==> src/rtl/coin_dispenser_pkg.sv <==
`default_nettype none
// ============================================================================
//  Module   : coin_dispenser_pkg
//  Purpose  : Shared definitions for the coin dispenser: FSM state encoding,
//             coin denominations, default amount width and small helpers.
//  Revision : 1.0 - initial release
// ============================================================================
package coin_dispenser_pkg;

    typedef enum logic [1:0] {
        ST_IDLE  = 2'd0,
        ST_PULSE = 2'd1,
        ST_GAP   = 2'd2,
        ST_DONE  = 2'd3
    } state_t;

    localparam int COIN_HI       = 10;
    localparam int COIN_LO       = 5;
    localparam int AMT_W_DEFAULT = 8;

    function automatic int max_int(input int a, input int b);
        return (a > b) ? a : b;
    endfunction

    // Only amounts payable with 10c/5c coins are legal.
    function automatic logic is_mult5(input logic [31:0] v);
        return (v % 32'd5) == 32'd0;
    endfunction

endpackage : coin_dispenser_pkg
`default_nettype wire

==> src/rtl/coin_pulse_timer.sv <==
`default_nettype none
// ============================================================================
//  Module   : coin_pulse_timer
//  Purpose  : Loadable down-counter used for both eject-pulse and gap timing.
//  Ports    : clk, rst_n      - clock / async active-low reset
//             load           - load strobe (load_val taken on this edge)
//             load_val       - number of cycles to time
//             expired        - high during the last timed cycle
//  Revision : 1.0 - initial release
// ============================================================================
module coin_pulse_timer #(
    parameter int WIDTH = 3
) (
    input  logic             clk,
    input  logic             rst_n,
    input  logic             load,
    input  logic [WIDTH-1:0] load_val,
    output logic             expired
);

    logic [WIDTH-1:0] count_q;
    logic [WIDTH-1:0] count_d;

    always_comb begin
        count_d = count_q;
        if (load) begin
            count_d = load_val;
        end else if (count_q != '0) begin
            count_d = count_q - WIDTH'(1);
        end
    end

    always_ff @(posedge clk or negedge rst_n) begin
        if (!rst_n) begin
            count_q <= '0;
        end else begin
            count_q <= count_d;
        end
    end

    // A load of N gives N cycles; the N-th one sees count==1.
    assign expired = (count_q == WIDTH'(1));

endmodule : coin_pulse_timer
`default_nettype wire

==> src/rtl/coin_dispenser.sv <==
`default_nettype none
// ============================================================================
//  Module   : coin_dispenser
//  Purpose  : Change payout controller. Accepts a change amount and pays it
//             out greedily as timed 10c / 5c solenoid pulses.
//  Ports    : clk, rst_n  - clock / async active-low reset
//             req_valid   - change request present
//             req_amount  - amount in cents, sampled on accept
//             req_ready   - high only in IDLE
//             eject10     - 10c solenoid drive
//             eject5      - 5c solenoid drive
//             done        - one-cycle pulse on request completion
//             err         - one-cycle pulse on rejected (non-multiple-of-5) request
//             remaining   - cents still owed
//             coins_out   - coins ejected since reset (wrapping)
//  Revision : 1.0 - initial release
// ============================================================================
module coin_dispenser
    import coin_dispenser_pkg::*;
#(
    parameter int PULSE_CYCLES = 4,
    parameter int GAP_CYCLES   = 4,
    parameter int AMT_W        = AMT_W_DEFAULT
) (
    input  logic             clk,
    input  logic             rst_n,
    input  logic             req_valid,
    input  logic [AMT_W-1:0] req_amount,
    output logic             req_ready,
    output logic             eject10,
    output logic             eject5,
    output logic             done,
    output logic             err,
    output logic [AMT_W-1:0] remaining,
    output logic [AMT_W-1:0] coins_out
);

    localparam int TMR_MAX = max_int(PULSE_CYCLES, GAP_CYCLES);
    localparam int TMR_W   = $clog2(TMR_MAX + 1);

    localparam logic [TMR_W-1:0] C_PULSE_LOAD = TMR_W'(PULSE_CYCLES);
    localparam logic [TMR_W-1:0] C_GAP_LOAD   = TMR_W'(GAP_CYCLES);
    localparam logic [AMT_W-1:0] C_COIN_HI    = AMT_W'(COIN_HI);
    localparam logic [AMT_W-1:0] C_COIN_LO    = AMT_W'(COIN_LO);

    state_t           state_q,     state_d;
    logic             req_ready_q, req_ready_d;
    logic             eject10_q,   eject10_d;
    logic             eject5_q,    eject5_d;
    logic             done_q,      done_d;
    logic             err_q,       err_d;
    logic [AMT_W-1:0] remaining_q, remaining_d;
    logic [AMT_W-1:0] coins_out_q, coins_out_d;

    logic             tmr_load;
    logic [TMR_W-1:0] tmr_val;
    logic             tmr_expired;
    logic [AMT_W-1:0] coin_val;

    coin_pulse_timer #(
        .WIDTH (TMR_W)
    ) u_timer (
        .clk      (clk),
        .rst_n    (rst_n),
        .load     (tmr_load),
        .load_val (tmr_val),
        .expired  (tmr_expired)
    );

    // Value of the coin currently being ejected; the selection is latched in
    // the eject flops at PULSE entry so it cannot change mid-pulse.
    assign coin_val = eject10_q ? C_COIN_HI : C_COIN_LO;

    always_comb begin
        state_d     = state_q;
        req_ready_d = 1'b0;
        eject10_d   = 1'b0;
        eject5_d    = 1'b0;
        done_d      = 1'b0;
        err_d       = 1'b0;
        remaining_d = remaining_q;
        coins_out_d = coins_out_q;
        tmr_load    = 1'b0;
        tmr_val     = C_PULSE_LOAD;

        case (state_q)
            ST_IDLE: begin
                req_ready_d = 1'b1;
                if (req_valid && req_ready_q) begin
                    if (!is_mult5(32'(req_amount))) begin
                        // Rejected: stay ready so a retry can land in the err cycle.
                        err_d = 1'b1;
                    end else if (req_amount == '0) begin
                        state_d     = ST_DONE;
                        req_ready_d = 1'b0;
                        done_d      = 1'b1;
                        remaining_d = req_amount;
                    end else begin
                        state_d     = ST_PULSE;
                        req_ready_d = 1'b0;
                        remaining_d = req_amount;
                        tmr_load    = 1'b1;
                        tmr_val     = C_PULSE_LOAD;
                        eject10_d   = (req_amount >= C_COIN_HI);
                        eject5_d    = (req_amount <  C_COIN_HI);
                    end
                end
            end

            ST_PULSE: begin
                eject10_d = eject10_q;
                eject5_d  = eject5_q;
                if (tmr_expired) begin
                    state_d     = ST_GAP;
                    eject10_d   = 1'b0;
                    eject5_d    = 1'b0;
                    tmr_load    = 1'b1;
                    tmr_val     = C_GAP_LOAD;
                    remaining_d = (remaining_q >= coin_val) ? (remaining_q - coin_val) : '0;
                    coins_out_d = coins_out_q + AMT_W'(1);
                end
            end

            ST_GAP: begin
                if (tmr_expired) begin
                    if (remaining_q != '0) begin
                        state_d   = ST_PULSE;
                        tmr_load  = 1'b1;
                        tmr_val   = C_PULSE_LOAD;
                        eject10_d = (remaining_q >= C_COIN_HI);
                        eject5_d  = (remaining_q <  C_COIN_HI);
                    end else begin
                        state_d = ST_DONE;
                        done_d  = 1'b1;
                    end
                end
            end

            ST_DONE: begin
                state_d     = ST_IDLE;
                req_ready_d = 1'b1;
            end

            default: begin
                state_d     = ST_IDLE;
                req_ready_d = 1'b1;
            end
        endcase
    end

    always_ff @(posedge clk or negedge rst_n) begin
        if (!rst_n) begin
            state_q     <= ST_IDLE;
            req_ready_q <= 1'b1;
            eject10_q   <= 1'b0;
            eject5_q    <= 1'b0;
            done_q      <= 1'b0;
            err_q       <= 1'b0;
            remaining_q <= '0;
            coins_out_q <= '0;
        end else begin
            state_q     <= state_d;
            req_ready_q <= req_ready_d;
            eject10_q   <= eject10_d;
            eject5_q    <= eject5_d;
            done_q      <= done_d;
            err_q       <= err_d;
            remaining_q <= remaining_d;
            coins_out_q <= coins_out_d;
        end
    end

    assign req_ready = req_ready_q;
    assign eject10   = eject10_q;
    assign eject5    = eject5_q;
    assign done      = done_q;
    assign err       = err_q;
    assign remaining = remaining_q;
    assign coins_out = coins_out_q;

endmodule : coin_dispenser
`default_nettype wire
==> config.mk <==
export PLATFORM = sky130hd
export DESIGN_NAME = coin_dispenser
export DESIGN_NICKNAME = d
export VERILOG_FILES = /design/src/rtl/coin_dispenser_pkg.sv /design/src/rtl/coin_pulse_timer.sv /design/src/rtl/coin_dispenser.sv
export SDC_FILE = /design/constraint.sdc
export NUM_CORES = 1
export LEC_CHECK = 0
export BUFFER_PORTS_ARGS = -buffer_cell sky130_fd_sc_hd__buf_2
export CORE_MARGIN = 3
export CORE_UTILIZATION = 46
export DETAILED_ROUTE_END_ITERATION = 8
export PLACE_DENSITY = 0.77
export SYNTH_ARGS = -nofsm -noshare
export SYNTH_HDL_FRONTEND = slang
export SYNTH_SLANG_ARGS = --single-unit
==> constraint.sdc <==
create_clock -name clk -period 6.8 [get_ports clk]
set_clock_uncertainty 0.1 [all_clocks]
set_input_delay 0.68 -clock clk [delete_from_list [all_inputs] [get_ports clk]]
set_output_delay 0.68 -clock clk [all_outputs]
set_load 0.02 [all_outputs]
==> key figures <==
Status
  • Result of the run: complete, no violations

Power and ir drop
  • Cell Int Power: 544.5 uW
  • Largest vdd supply drop: 0.0001886 V
  • Switching power of the nets: 515.6 uW
  • Combinational share of power: 0.621
  • Power per Cell Area: 343.0 nW/um2
  • Standby leakage power: 1.265 nW
  • Portion of total power attributed to sequential cells: 0.256
  • Switching fraction of total power: 0.4864
  • Proportion of power drawn by the clock network: 0.123

Worst setup path
  • Type of the setup path with the least slack: input port to flop
  • Critical Path Fanout Max: 14
  • Max incr delay on CP: 510 ps
  • R2R Setup Slk: 3850 ps
  • FF-to-FF Start: eject10$_DFFE_PN0N_
  • Cell type of the slowest stage on the worst timing path: sky130_fd_sc_hd__or4_1
  • CP Data Required Time: 6860 ps
  • RR Endpoint: remaining[7]$_DFFE_PN0P_
  • Data arrival time of the critical path: 5970 ps
  • Startpoint Class: input port
  • Category of the worst setup path capture point: flop
  • Cell count of the worst reg-to-reg path: 11
  • Cells along the critical path: buf_2 -> nor2_2 -> inv_2 -> ha_1 -> nor2b_4 -> a32oi_1 -> nand3_1 -> a22oi_1 -> and2_1 -> a21o_1 -> nand2_1 -> ha_1 -> or4_1 -> o211ai_1 -> mux2_2 -> a31oi_1 -> nand3_1 -> a31o_1 -> o221a_1

Place
  • Pre-CTS WS: 740.4 ps
  • Final GP Congestion: 0.8914
  • Buffers on Ports: 31
  • Half-perimeter wire length after placement: 5761 um

Logic synthesis
  • Fraction of registers with async set/reset: 1.000
  • Total of flip-flops plus latches after synthesis: 26
  • Top post-synthesis cells by count: sky130_fd_sc_hd__nand3_1 (26), sky130_fd_sc_hd__dfrtp_1 (25), sky130_fd_sc_hd__nand2_1 (25), sky130_fd_sc_hd__nor2_1 (23), sky130_fd_sc_hd__a21oi_1 (18)
  • Fraction of the yosys area taken by sequential cells: 0.2268
  • Post-synth top area cell: sky130_fd_sc_hd__dfrtp_1
  • Cell count after synthesis: 356
  • Main synth FF type: sky130_fd_sc_hd__dfrtp_1
  • Synth unique cells: 77
  • Fraction of synthesized cell area taken by the top area cell type: 0.2177
  • Count of flip-flops with a built-in enable after synthesis: 0
  • Warnings from Yosys: 0
  • Largest cells by area after synthesis: sky130_fd_sc_hd__dfrtp_1 (22%), sky130_fd_sc_hd__ha_1 (6.5%), sky130_fd_sc_hd__nand3_1 (4.5%), sky130_fd_sc_hd__nand2_1 (3.3%), sky130_fd_sc_hd__a21oi_1 (3.1%)
  • Dominant cell by count in the synthesized netlist: sky130_fd_sc_hd__nand3_1
  • Synthesized area per cell: 8.073 um2
  • Mapped Area: 2874 um2
  • Synthesized netlist net count: 383

STA
  • Final count of negative-setup-slack endpoints: 0
  • Part of the cycle the worst path needs: 0.8680
  • Maximum frequency from static timing analysis: 169.4 MHz
  • Unrepaired setup endpoints after global routing: no
  • Max_slew headroom: 0.5038
  • WHS: 289.8 ps
  • Post-layout worst setup margin: 897.8 ps
  • Worst Max-Slew Pin Slew: 737.5 ps
  • Final min period: 5902 ps
  • Total Neg Setup Slack: 0 ps
  • Max Transition Viols Final: 0
  • Total count of hold-check failures in the final report: 0

Drt
  • Via count normalized by instance count: 6.655
  • Drc violations: 0
  • Initial DRC count: 385
  • Final antenna-violating net count: 0
  • Routed WL per cell: 17.34 um
  • Overall routed net length: 7752 um
  • First drt pass iteration count: 6
  • Total via count after detailed routing: 2975

Die
  • Die area: 7233 um2
  • Number of placement rows: 28
  • DIE WIDTH: 85.05 um
  • Initial core utilization: 0.4797
  • # IOs: 32
  • Y dimension of the die: 85.05 um
  • Placeable core area: 5991 um2

Global routing
  • Maximum number of pins on one net before global-route repair: 27
  • First-pass GRT wire length: 13310 um
  • Number of antenna violations at the first check in global routing: 0
  • Via count of the first global-routing pass: 2796
  • GRT Residual Overflow: 0
  • Aggregate global-route resource usage: 0.2159

CTS
  • Worst-case clock buffer depth: 2
  • Clock root buffer: sky130_fd_sc_hd__clkbuf_8
  • TritonCTS clock tree: yes
  • Num CTS Buffers: 3
  • Number of hold buffers added after CTS: 0
  • Buffers inserted during post-CTS setup optimization: 0
  • Clock-pin slew on the worst setup and hold paths: 90 ps
  • H-tree lvl count: 1
  • Sink Count: 26
  • Clock insertion delay at the later pin of the skew report: 270 ps
  • Post_cts resized: 0

Cells and area
  • Fraction of layout cells with a size suffix above 1: 0.1452
  • Layout area overhead: 7.531%
  • Number of nets in the layout: 400
  • # diodes: 0
  • Share of the core filled with cells in the final layout: 0.5159

Min path
  • Kind of path behind the tightest hold check: input port to async pin

Job
  • Max-cap viol count: 0
-- worst max-delay path by stage --
stage,startpoint,end,slack (ps)
finish,req_amount[5],remaining[2]$_DFFE_PN0P_,900
global route,req_amount[5],remaining[2]$_DFFE_PN0P_,430
CTS,req_amount[5],remaining[2]$_DFFE_PN0P_,990
detailed placement,req_amount[5],remaining[2]$_DFFE_PN0P_,740
global placement,req_amount[5],remaining[2]$_DFFE_PN0P_,970
floorplan,req_amount[5],remaining[4]$_DFFE_PN0P_,1610
-- layout make-up --
| type | count | area, um2 |
|---|---|---|
| Tap cell | 75 | 93.84 |
| Multi-Input combinational cell | 292 | 2043 |
| Timing Repair Buffer | 32 | 162.7 |
| Sequential cell | 26 | 651.9 |
| Inverter | 18 | 67.56 |
| Clock inverter | 1 | 30.03 |
| Fill cell | 563 | 2900 |
| Clock buffer | 3 | 41.29 |
-- state kept, by name, summed over array words and instances (netlist names) --
signal	flops
err	1
req_ready	1
remaining	8
eject5	1
coins_out	8
done	1
state_q	2
u_timer.count_q	3
eject10	1
-- power by group through the flow --
| stage | combinational (mW) | sequential [mW] | clock [mW] |
|---|---|---|---|
| 6_report | 0.658 | 0.271 | 0.130 |
| 3_3_place_gp | 0.627 | 0.273 | 0 |
| 2_1_floorplan | 0.463 | 0.301 | 0 |
| 3_5_place_dp | 0.642 | 0.274 | 0 |
| 5_1_grt | 0.723 | 0.283 | 0.136 |
| 4_1_cts | 0.648 | 0.270 | 0.132 |
-- critical path, delay by kind of cell --
kind	cells	cell delay, ps
buf+inv	2	240
mux	1	360
simple gates	7	2170
compound gates	7	1880
fa+ha+maj	2	630
-- kinds of logic after synthesis --
kind of cell,share of synthesized area
AOI/OAI and AO/OA,0.3335
muxes,0.02177
adders and majority gates,0.07227
DFF,0.2268
buffers and inverters,0.06225
xor gates and xnor gates,0.03657
and+or+nand+nor,0.2468
-- placed cells by master, fill, tap and decap left out, drive strengths merged, types with 3 or more instances in the layout --
master / netlist / routed
o22ai: 5 / 5
o21a: 4 / 4
a221oi: 3 / 3
o21ai: 21 / 21
and2: 5 / 5
a32oi: 3 / 3
o2111ai: 3 / 3
xor2: 4 / 4
nor2: 24 / 24
o31ai: 3 / 3
a21oi: 18 / 18
clkbuf: 8 / 3
nand3: 26 / 26
buf: 12 / 32
inv: 17 / 17
nor4b: 3 / 3
or3: 4 / 4
xnor2: 8 / 8
o211ai: 6 / 6
a21o: 8 / 8
mux2i: 4 / 4
and4: 3 / 3
nor2b: 5 / 5
dfrtp: 25 / 25
nand2: 25 / 25
ha: 15 / 15
a32o: 3 / 3
a211oi: 5 / 5
nor4: 5 / 5
o221a: 3 / 3
nand2b: 4 / 4
o32ai: 3 / 3
a311o: 3 / 3
and3: 8 / 8
nor3: 3 / 3
nand4: 9 / 9
a31oi: 9 / 9
a211o: 4 / 4
-- stage by stage --
step                cells  area, um2  power [mW]
global route          447       3090       1.142
finish                447       3090       1.060
CTS                   447       3090       1.051
global placement      443       3019      0.9006
detailed placement    443       3019      0.9159
floorplan             356       2874      0.7644
-- per-layer routing --
layer / wire length (um) / GRT usage / up-vias
li1: - / - / 1419
met1: 3557 / 0.3111 / 1410
met2: 3605 / 0.3496 / 138
met3: 518 / 0.03010 / 8
met4: 70 / 0.03597 / 0
met5: 0 / 0 / -
(Power assumes the default switching activity.)
